$ cat src/rtl/dds_pkg.sv
// Shared state type and default widths for the DDS sweep controller.
package dds_pkg;

  localparam int DDS_FREQ_W    = 32;
  localparam int DDS_PHASE_W   = 12;
  localparam int DDS_PHASE_MAX = 360;
  localparam int DDS_DWELL_W   = 24;

  typedef enum logic [1:0] {
    IDLE = 2'd0,
    RUN  = 2'd1,
    LAST = 2'd2
  } dds_state_e;

endpackage

$ cat src/rtl/dds_sweep_ctrl_if.sv
// Control/status bundle between the sweep controller and its register block.
// start/stop are single-cycle request pulses sampled on sclk; there is no ready,
// the controller either takes a start in IDLE or drops it, and stop always wins.
interface dds_sweep_ctrl_if
  import dds_pkg::*;
#(
  parameter int FREQ_W  = DDS_FREQ_W,
  parameter int PHASE_W = DDS_PHASE_W,
  parameter int DWELL_W = DDS_DWELL_W
);

  logic               start;
  logic               stop;
  logic               repeat_en;
  logic [FREQ_W-1:0]  f_start;
  logic [FREQ_W-1:0]  f_stop;
  logic [FREQ_W-1:0]  f_step;
  logic [DWELL_W-1:0] dwell;
  logic [PHASE_W-1:0] phase_cfg;

  logic [FREQ_W-1:0]  freq_ctrl;
  logic [PHASE_W-1:0] phase_ctrl;
  logic               dds_en;
  logic               busy;
  logic               step_stb;
  logic               sweep_done;
  logic               cfg_err;
  dds_state_e         state_dbg;

  modport master (
    output start, stop, repeat_en, f_start, f_stop, f_step, dwell, phase_cfg,
    input  freq_ctrl, phase_ctrl, dds_en, busy, step_stb, sweep_done, cfg_err,
    input  state_dbg
  );

  modport slave (
    input  start, stop, repeat_en, f_start, f_stop, f_step, dwell, phase_cfg,
    output freq_ctrl, phase_ctrl, dds_en, busy, step_stb, sweep_done, cfg_err,
    output state_dbg
  );

endinterface

$ cat src/rtl/dds_dwell_cnt.sv
// Loadable dwell down-counter; expire is high during the last cycle of a dwell.
module dds_dwell_cnt
  import dds_pkg::*;
#(
  parameter int W = DDS_DWELL_W
) (
  input  logic         sclk,
  input  logic         rst_n,
  input  logic         load,
  input  logic [W-1:0] load_val,
  output logic         expire
);

  logic [W-1:0] cnt;

  // A zero dwell still holds the point for one cycle.
  always_ff @(posedge sclk) begin
    if (!rst_n) begin
      cnt <= '0;
    end else if (load) begin
      cnt <= (load_val == '0) ? W'(1) : load_val;
    end else if (cnt != '0) begin
      cnt <= cnt - W'(1);
    end
  end

  assign expire = (cnt == W'(1));

endmodule

$ cat src/rtl/dds_sweep_ctrl.sv
// Linear frequency sweep controller feeding the DDS freq/phase/enable inputs.
// Define SWEEP_DOWN_EN to also accept descending sweeps (f_start > f_stop).
module dds_sweep_ctrl
  import dds_pkg::*;
#(
  parameter int FREQ_W  = DDS_FREQ_W,
  parameter int PHASE_W = DDS_PHASE_W,
  parameter int DWELL_W = DDS_DWELL_W
) (
  input logic             sclk,
  input logic             rst_n,
  dds_sweep_ctrl_if.slave bus
);

  localparam logic [PHASE_W-1:0] PHASE_LIM = PHASE_W'(DDS_PHASE_MAX);

  dds_state_e         state, state_nxt;

  logic [FREQ_W-1:0]  l_start, l_stop, l_step;
  logic [DWELL_W-1:0] l_dwell;

  logic [FREQ_W-1:0]  freq_q, freq_d;
  logic [PHASE_W-1:0] phase_q, phase_d;
  logic               run_q, run_d;
  logic               stb_q, stb_d;
  logic               done_q, done_d;
  logic               err_q, err_d;

  logic               expire;
  logic               cnt_load;
  logic [DWELL_W-1:0] cnt_val;

  logic               start_req, cfg_bad, accept, reject;
  logic [FREQ_W:0]    nxt_wide;
  logic               clamp;

  assign start_req = bus.start && !bus.stop;

`ifdef SWEEP_DOWN_EN
  logic dir_down;

  assign cfg_bad = (bus.phase_cfg >= PHASE_LIM) ||
                   ((bus.f_step == '0) && (bus.f_start != bus.f_stop));

  always_ff @(posedge sclk) begin
    if (!rst_n) begin
      dir_down <= 1'b0;
    end else if (accept) begin
      dir_down <= (bus.f_start > bus.f_stop);
    end
  end

  // The extra top bit is the carry (up) or borrow (down) out of the step.
  always_comb begin
    if (dir_down) begin
      nxt_wide = {1'b0, freq_q} - {1'b0, l_step};
      clamp    = nxt_wide[FREQ_W] || (nxt_wide[FREQ_W-1:0] <= l_stop);
    end else begin
      nxt_wide = {1'b0, freq_q} + {1'b0, l_step};
      clamp    = nxt_wide[FREQ_W] || (nxt_wide[FREQ_W-1:0] >= l_stop);
    end
  end
`else
  assign cfg_bad = (bus.phase_cfg >= PHASE_LIM) ||
                   ((bus.f_step == '0) && (bus.f_start != bus.f_stop)) ||
                   (bus.f_start > bus.f_stop);

  // The extra top bit is the carry out of the step.
  always_comb begin
    nxt_wide = {1'b0, freq_q} + {1'b0, l_step};
    clamp    = nxt_wide[FREQ_W] || (nxt_wide[FREQ_W-1:0] >= l_stop);
  end
`endif

  assign accept = (state == IDLE) && start_req && !cfg_bad;
  assign reject = (state == IDLE) && start_req &&  cfg_bad;

  // The first dwell comes straight from the bus; later ones from the latched copy.
  assign cnt_val = (state == IDLE) ? bus.dwell : l_dwell;

  dds_dwell_cnt #(.W(DWELL_W)) u_dwell (
    .sclk     (sclk),
    .rst_n    (rst_n),
    .load     (cnt_load),
    .load_val (cnt_val),
    .expire   (expire)
  );

  always_ff @(posedge sclk) begin
    if (!rst_n) begin
      state <= IDLE;
    end else begin
      state <= state_nxt;
    end
  end

  always_comb begin
    state_nxt = state;
    unique case (state)
      IDLE: begin
        if (accept) begin
          state_nxt = (bus.f_start == bus.f_stop) ? LAST : RUN;
        end
      end
      RUN: begin
        if (bus.stop) begin
          state_nxt = IDLE;
        end else if (expire && clamp) begin
          state_nxt = LAST;
        end
      end
      LAST: begin
        if (bus.stop) begin
          state_nxt = IDLE;
        end else if (expire) begin
          if (bus.repeat_en) begin
            state_nxt = (l_start == l_stop) ? LAST : RUN;
          end else begin
            state_nxt = IDLE;
          end
        end
      end
      default: state_nxt = IDLE;
    endcase
  end

  always_comb begin
    freq_d   = freq_q;
    phase_d  = phase_q;
    stb_d    = 1'b0;
    done_d   = 1'b0;
    err_d    = 1'b0;
    cnt_load = 1'b0;
    unique case (state)
      IDLE: begin
        freq_d = '0;
        err_d  = reject;
        if (accept) begin
          freq_d   = bus.f_start;
          phase_d  = bus.phase_cfg;
          cnt_load = 1'b1;
        end
      end
      RUN: begin
        if (bus.stop) begin
          freq_d = '0;
        end else if (expire) begin
          stb_d    = 1'b1;
          cnt_load = 1'b1;
          freq_d   = clamp ? l_stop : nxt_wide[FREQ_W-1:0];
        end
      end
      LAST: begin
        if (bus.stop) begin
          freq_d = '0;
        end else if (expire) begin
          done_d = 1'b1;
          if (bus.repeat_en) begin
            freq_d   = l_start;
            stb_d    = 1'b1;
            cnt_load = 1'b1;
          end else begin
            freq_d = '0;
          end
        end
      end
      default: freq_d = '0;
    endcase
    run_d = (state_nxt != IDLE);
  end

  always_ff @(posedge sclk) begin
    if (!rst_n) begin
      freq_q  <= '0;
      phase_q <= '0;
      run_q   <= 1'b0;
      stb_q   <= 1'b0;
      done_q  <= 1'b0;
      err_q   <= 1'b0;
      l_start <= '0;
      l_stop  <= '0;
      l_step  <= '0;
      l_dwell <= '0;
    end else begin
      freq_q  <= freq_d;
      phase_q <= phase_d;
      run_q   <= run_d;
      stb_q   <= stb_d;
      done_q  <= done_d;
      err_q   <= err_d;
      if (accept) begin
        l_start <= bus.f_start;
        l_stop  <= bus.f_stop;
        l_step  <= bus.f_step;
        l_dwell <= bus.dwell;
      end
    end
  end

  assign bus.freq_ctrl  = freq_q;
  assign bus.phase_ctrl = phase_q;
  assign bus.dds_en     = run_q;
  assign bus.busy       = run_q;
  assign bus.step_stb   = stb_q;
  assign bus.sweep_done = done_q;
  assign bus.cfg_err    = err_q;
  assign bus.state_dbg  = state;

endmodule

$ cat src/flat_wrapper.sv
// flat-port wrapper written by rule: the top's interface ports become plain ports
module dds_sweep_ctrl_flat import dds_pkg::*;
#(
  parameter int FREQ_W  = DDS_FREQ_W,
  parameter int PHASE_W = DDS_PHASE_W,
  parameter int DWELL_W = DDS_DWELL_W
)
  (sclk, rst_n, bus_start, bus_stop, bus_repeat_en, bus_f_start, bus_f_stop, bus_f_step, bus_dwell, bus_phase_cfg, bus_freq_ctrl, bus_phase_ctrl, bus_dds_en, bus_busy, bus_step_stb, bus_sweep_done, bus_cfg_err, bus_state_dbg);
  dds_sweep_ctrl_if #(.FREQ_W(FREQ_W), .PHASE_W(PHASE_W), .DWELL_W(DWELL_W)) bus_i ();
  input logic sclk;
  input logic rst_n;
  input wire logic [$bits(bus_i.start)-1:0] bus_start;
  input wire logic [$bits(bus_i.stop)-1:0] bus_stop;
  input wire logic [$bits(bus_i.repeat_en)-1:0] bus_repeat_en;
  input wire logic [$bits(bus_i.f_start)-1:0] bus_f_start;
  input wire logic [$bits(bus_i.f_stop)-1:0] bus_f_stop;
  input wire logic [$bits(bus_i.f_step)-1:0] bus_f_step;
  input wire logic [$bits(bus_i.dwell)-1:0] bus_dwell;
  input wire logic [$bits(bus_i.phase_cfg)-1:0] bus_phase_cfg;
  output wire logic [$bits(bus_i.freq_ctrl)-1:0] bus_freq_ctrl;
  output wire logic [$bits(bus_i.phase_ctrl)-1:0] bus_phase_ctrl;
  output wire logic [$bits(bus_i.dds_en)-1:0] bus_dds_en;
  output wire logic [$bits(bus_i.busy)-1:0] bus_busy;
  output wire logic [$bits(bus_i.step_stb)-1:0] bus_step_stb;
  output wire logic [$bits(bus_i.sweep_done)-1:0] bus_sweep_done;
  output wire logic [$bits(bus_i.cfg_err)-1:0] bus_cfg_err;
  output wire logic [$bits(bus_i.state_dbg)-1:0] bus_state_dbg;
  assign bus_i.start = bus_start;
  assign bus_i.stop = bus_stop;
  assign bus_i.repeat_en = bus_repeat_en;
  assign bus_i.f_start = bus_f_start;
  assign bus_i.f_stop = bus_f_stop;
  assign bus_i.f_step = bus_f_step;
  assign bus_i.dwell = bus_dwell;
  assign bus_i.phase_cfg = bus_phase_cfg;
  assign bus_freq_ctrl = bus_i.freq_ctrl;
  assign bus_phase_ctrl = bus_i.phase_ctrl;
  assign bus_dds_en = bus_i.dds_en;
  assign bus_busy = bus_i.busy;
  assign bus_step_stb = bus_i.step_stb;
  assign bus_sweep_done = bus_i.sweep_done;
  assign bus_cfg_err = bus_i.cfg_err;
  assign bus_state_dbg = bus_i.state_dbg;
  dds_sweep_ctrl #(.FREQ_W(FREQ_W), .PHASE_W(PHASE_W), .DWELL_W(DWELL_W)) u_core (.sclk(sclk), .rst_n(rst_n), .bus(bus_i));
endmodule
$ cat config.mk
export PLATFORM = sky130hd
export DESIGN_NAME = dds_sweep_ctrl_flat
export DESIGN_NICKNAME = d
export VERILOG_FILES = /design/src/rtl/dds_pkg.sv /design/src/rtl/dds_sweep_ctrl_if.sv /design/src/rtl/dds_dwell_cnt.sv /design/src/rtl/dds_sweep_ctrl.sv /design/src/flat_wrapper.sv
export SDC_FILE = /design/constraint.sdc
export NUM_CORES = 1
export LEC_CHECK = 0
export ABC_AREA = 0
export CELL_PAD_IN_SITES_DETAIL_PLACEMENT = 0
export CELL_PAD_IN_SITES_GLOBAL_PLACEMENT = 1
export CORE_AREA = 2 2 185 223
export CTS_BUF_LIST = sky130_fd_sc_hd__clkbuf_4
export CTS_CLUSTER_DIAMETER = 50
export DETAILED_ROUTE_END_ITERATION = 12
export DIE_AREA = 0 0 187 225
export GPL_ROUTABILITY_DRIVEN = 0
export PLACE_DENSITY = 0.78
export SLEW_MARGIN = 25
export SYNTH_ARGS = -nofsm -noshare
export SYNTH_HDL_FRONTEND = slang
export SYNTH_SLANG_ARGS = --single-unit
$ cat constraint.sdc
create_clock -name sclk -period 12.1 [get_ports sclk]
set_clock_uncertainty 0.1 [all_clocks]
set_input_delay 2.42 -clock sclk [delete_from_list [all_inputs] [get_ports sclk]]
set_output_delay 2.42 -clock sclk [all_outputs]
set_load 0.01 [all_outputs]
==> impl_metrics.tcl <==
set metrics [dict create \
    vias 12600 \
    fp.dieH_um 225 \
    clk_latency_ps 650 \
    synthAdderAreaFrac 0.103 \
    floorplan.rows 80 \
    grt_start_max_net_pins 99 \
    regArea_um2 3880 \
    post-place-ws_ps 4720 \
    synth-compound-area-share 0.245 \
    power.leakage_uw 0.00584 \
    synth_sequential_area_ratio 0.307 \
    grt_setup_unrepaired "no" \
    postSynthNetCount 1893 \
    synth.distinct_cells 78 \
    max_cap_violations 0 \
    total_die_area_um2 42100 \
    cts.hold.buffers_added 0 \
    groute.usage.overall 0.207 \
    asyncSetResetFlopFracSynth 0 \
    final_cell_area_um2 15200 \
    synth_largest_area_cell "dfxtp_1" \
    fraction_of_post_synthesis_cell_area_in_the_top_cell_type_by_area 0.307 \
    remaining_drc_errors 0 \
    mappedNetlistArea_um2 12600 \
    clkSinkCount 194 \
    critical_path_maximum_fanout 65 \
    timing.final.crit_share 0.572 \
    synth_top_cells_by_area "dfxtp_1, ha_1, nand2_1, a21oi_1, xor2_1" \
    ios 188 \
    timing.critical_path.to_type "flip-flop" \
    syn_inst 1653 \
    timing_hold_violations_final 0 \
    arrival_ps 7380 \
    synthMuxAreaShare 0.0184 \
    status "finished clean" \
    worst_slack_on_hold_paths_ps 359 \
    layout.core_utilization 0.383 \
    hpwl_um 32800 \
    timing.critical_path.from_type "input port" \
    layout.nets 2016 \
    post_synth_xor_area_fraction 0.0561 \
    reg2reg_slack_ps 6310 \
    final-setup-viol-count 0 \
    final_period_minus_worst_setup_slack_ps 6930 \
    global_route_congestion_overflow_total 0 \
    drt-total-wl_um 43900 \
    power_density_nw_per_um2 95.9 \
    max_slew_margin 0.218 \
    drt_first_iter_violations 1005 \
    synth_top_family_by_area "compound AO/OA/AOI/OAI gates" \
    tritoncts "done" \
    worst_hold_path_type "flip-flop to flip-flop" \
    multi_input_area_um2 8040 \
    placement.cell_area_um2 14900 \
    final_critical_path_setup_slack_ps 5170 \
    clockRootBuffer "clkbuf_4" \
    worst_setup_hold_path_clk_slew_ps 160 \
    synth-edff-count 0 \
    core_area_um2 39700 \
    post_cts_resized 0 \
    wl_per_cell_um 18.9 \
    port-buffer-count 187 \
    grt_pass1_wl_um 68500 \
    clock_tree.htree_level_count 4 \
    buffers_from_clock_root_to_sink_at_most 2 \
    tightestPinTransition_ps 1160 \
    post_synth_and_or_nand_nor_area_fraction 0.211 \
    detail_route.first_pass.iterations 6 \
    crit_type "input port to flip-flop" \
    ant_nets 0 \
    timing_max_transition_violations_final 0 \
    setup_total_negative_slack_ps 0 \
    final_layout_size_suffix_gt1_frac 0.0492 \
    vdd_ir_max_mv 0.0754 \
    initial_antenna_violation_count 7 \
    first_global_vias 12300 \
    dominantRegCellSynth "dfxtp_1" \
    avgViaCountPerCell 5.43 \
    dieWidth_um 187 \
    initial_cell_density_of_the_core 0.318 \
    fillerInstances 4170 \
    syn_avg_cell_area_um2 7.65 \
    cts_inserted_buffers 17 \
    worst_ep_required_time_ps 12560 \
    syn2layout_area_growth_pct 20.4 \
    yosys_warnings 0 \
    max_freq_mhz 144 \
    postSynthRegisterBits 194 \
    post-cts-setup-buffer-count 0 \
]
[per-layer routing]
metal  vias up  share of wire  track usage  wire length [µm]
li1       6159              -            -                 -
met1      5918           0.43        0.257             19100
met2       449           0.46        0.344             20200
met3        88          0.061       0.0405              2690
met4         6          0.044       0.0973              1910
met5         -        0.00068            0                30
[flip-flops by register name, summed over array words and instances (netlist names), 2 cells and up]
signal	cells
u_core.bus.freq_ctrl	32
u_core.bus.phase_ctrl	12
u_core.bus.state_dbg	2
u_core.l_dwell	24
u_core.l_start	32
u_core.l_step	32
u_core.l_stop	32
u_core.u_dwell.cnt	24
[worst paths after layout]
| check | start | endpoint | depth (start not counted) |
|---|---|---|---|
| worst max-delay path | bus_f_start[23] | u_core.l_start[9] | 10 |
| worst max register to register | u_core.bus.freq_ctrl[6] | u_core.bus.busy | 16 |
| worst min register to register | u_core.bus.phase_ctrl[0] | u_core.bus.phase_ctrl[0] | 2 |
| worst min-delay path | u_core.bus.phase_ctrl[0] | u_core.bus.phase_ctrl[0] | 2 |
[area by class of cell]
| type | instances | share of cell area |
|---|---|---|
| clock buffers | 17 | 0.00838 |
| multi-input cells | 1267 | 0.528 |
| well taps | 533 | 0.0438 |
| clock inverters | 15 | 0.0112 |
| repair buffers | 199 | 0.129 |
| diodes | 3 | 0.000493 |
| inverters | 97 | 0.0241 |
| flip-flops and latches | 194 | 0.255 |
[cell families (layout without fill, tap and decap cells)]
group                    count (synthesis)  in the layout
AO/OA/AOI/OAI                          484            484
XOR/XNOR                                81             81
adder cells (fa/ha/maj)                103            103
buffers and inverters                  192            328
flip-flops                             194            194
multiplexers                            23             23
other                                    0              3
AND/OR/NAND/NOR                        576            576
[placed cells by master (no fill, tap or decap), types with 38 or more instances in the layout]
master,netlist,routed
a21oi_1,206,205
nor2_1,48,48
nand3_1,39,39
nand2_1,327,326
dfxtp_1,194,194
o21ai_0,79,79
clkdlybuf4s50_1,0,187
a22oi_1,38,38
ha_1,102,102
inv_1,97,96
xor2_1,50,50
[worst max-delay path, stage by stage]
cell and delay [ps]:
clkdlybuf4s50_1 570, ha_1 400, nand3_1 110, nor3_1 920, o311ai_1 560, a41oi_4 630, buf_4 650, buf_4 690
nand2_1 130, a21oi_1 170
[cells in the mapped netlist (18+ instances only)]
cell type  count
a21oi_1      206
a22oi_1       38
a31oi_1       22
clkbuf_1      81
dfxtp_1      194
ha_1         102
inv_1         97
mux2i_1       21
nand2_1      327
nand3_1       39
nand4_1       29
nor2_1        48
nor3_1        27
nor4_1        32
o21ai_0       79
o31ai_2       18
or3_1         20
xnor2_1       31
xor2_1        50
[where the power goes]
part | internal, µW | switching, µW | leakage, µW
sequential | 667 | 27.5 | 0.00157
clock | 113 | 269 | 0.000160
combinational | 166 | 217 | 0.00412
[per-stage QoR]
step	total power (µW)	std cells
CTS	1470	2322
global placement	1080	2290
floorplan	955	1653
global route	1540	2325
detailed placement	1080	2290
finish	1460	2325
(Power assumes the default switching activity.)
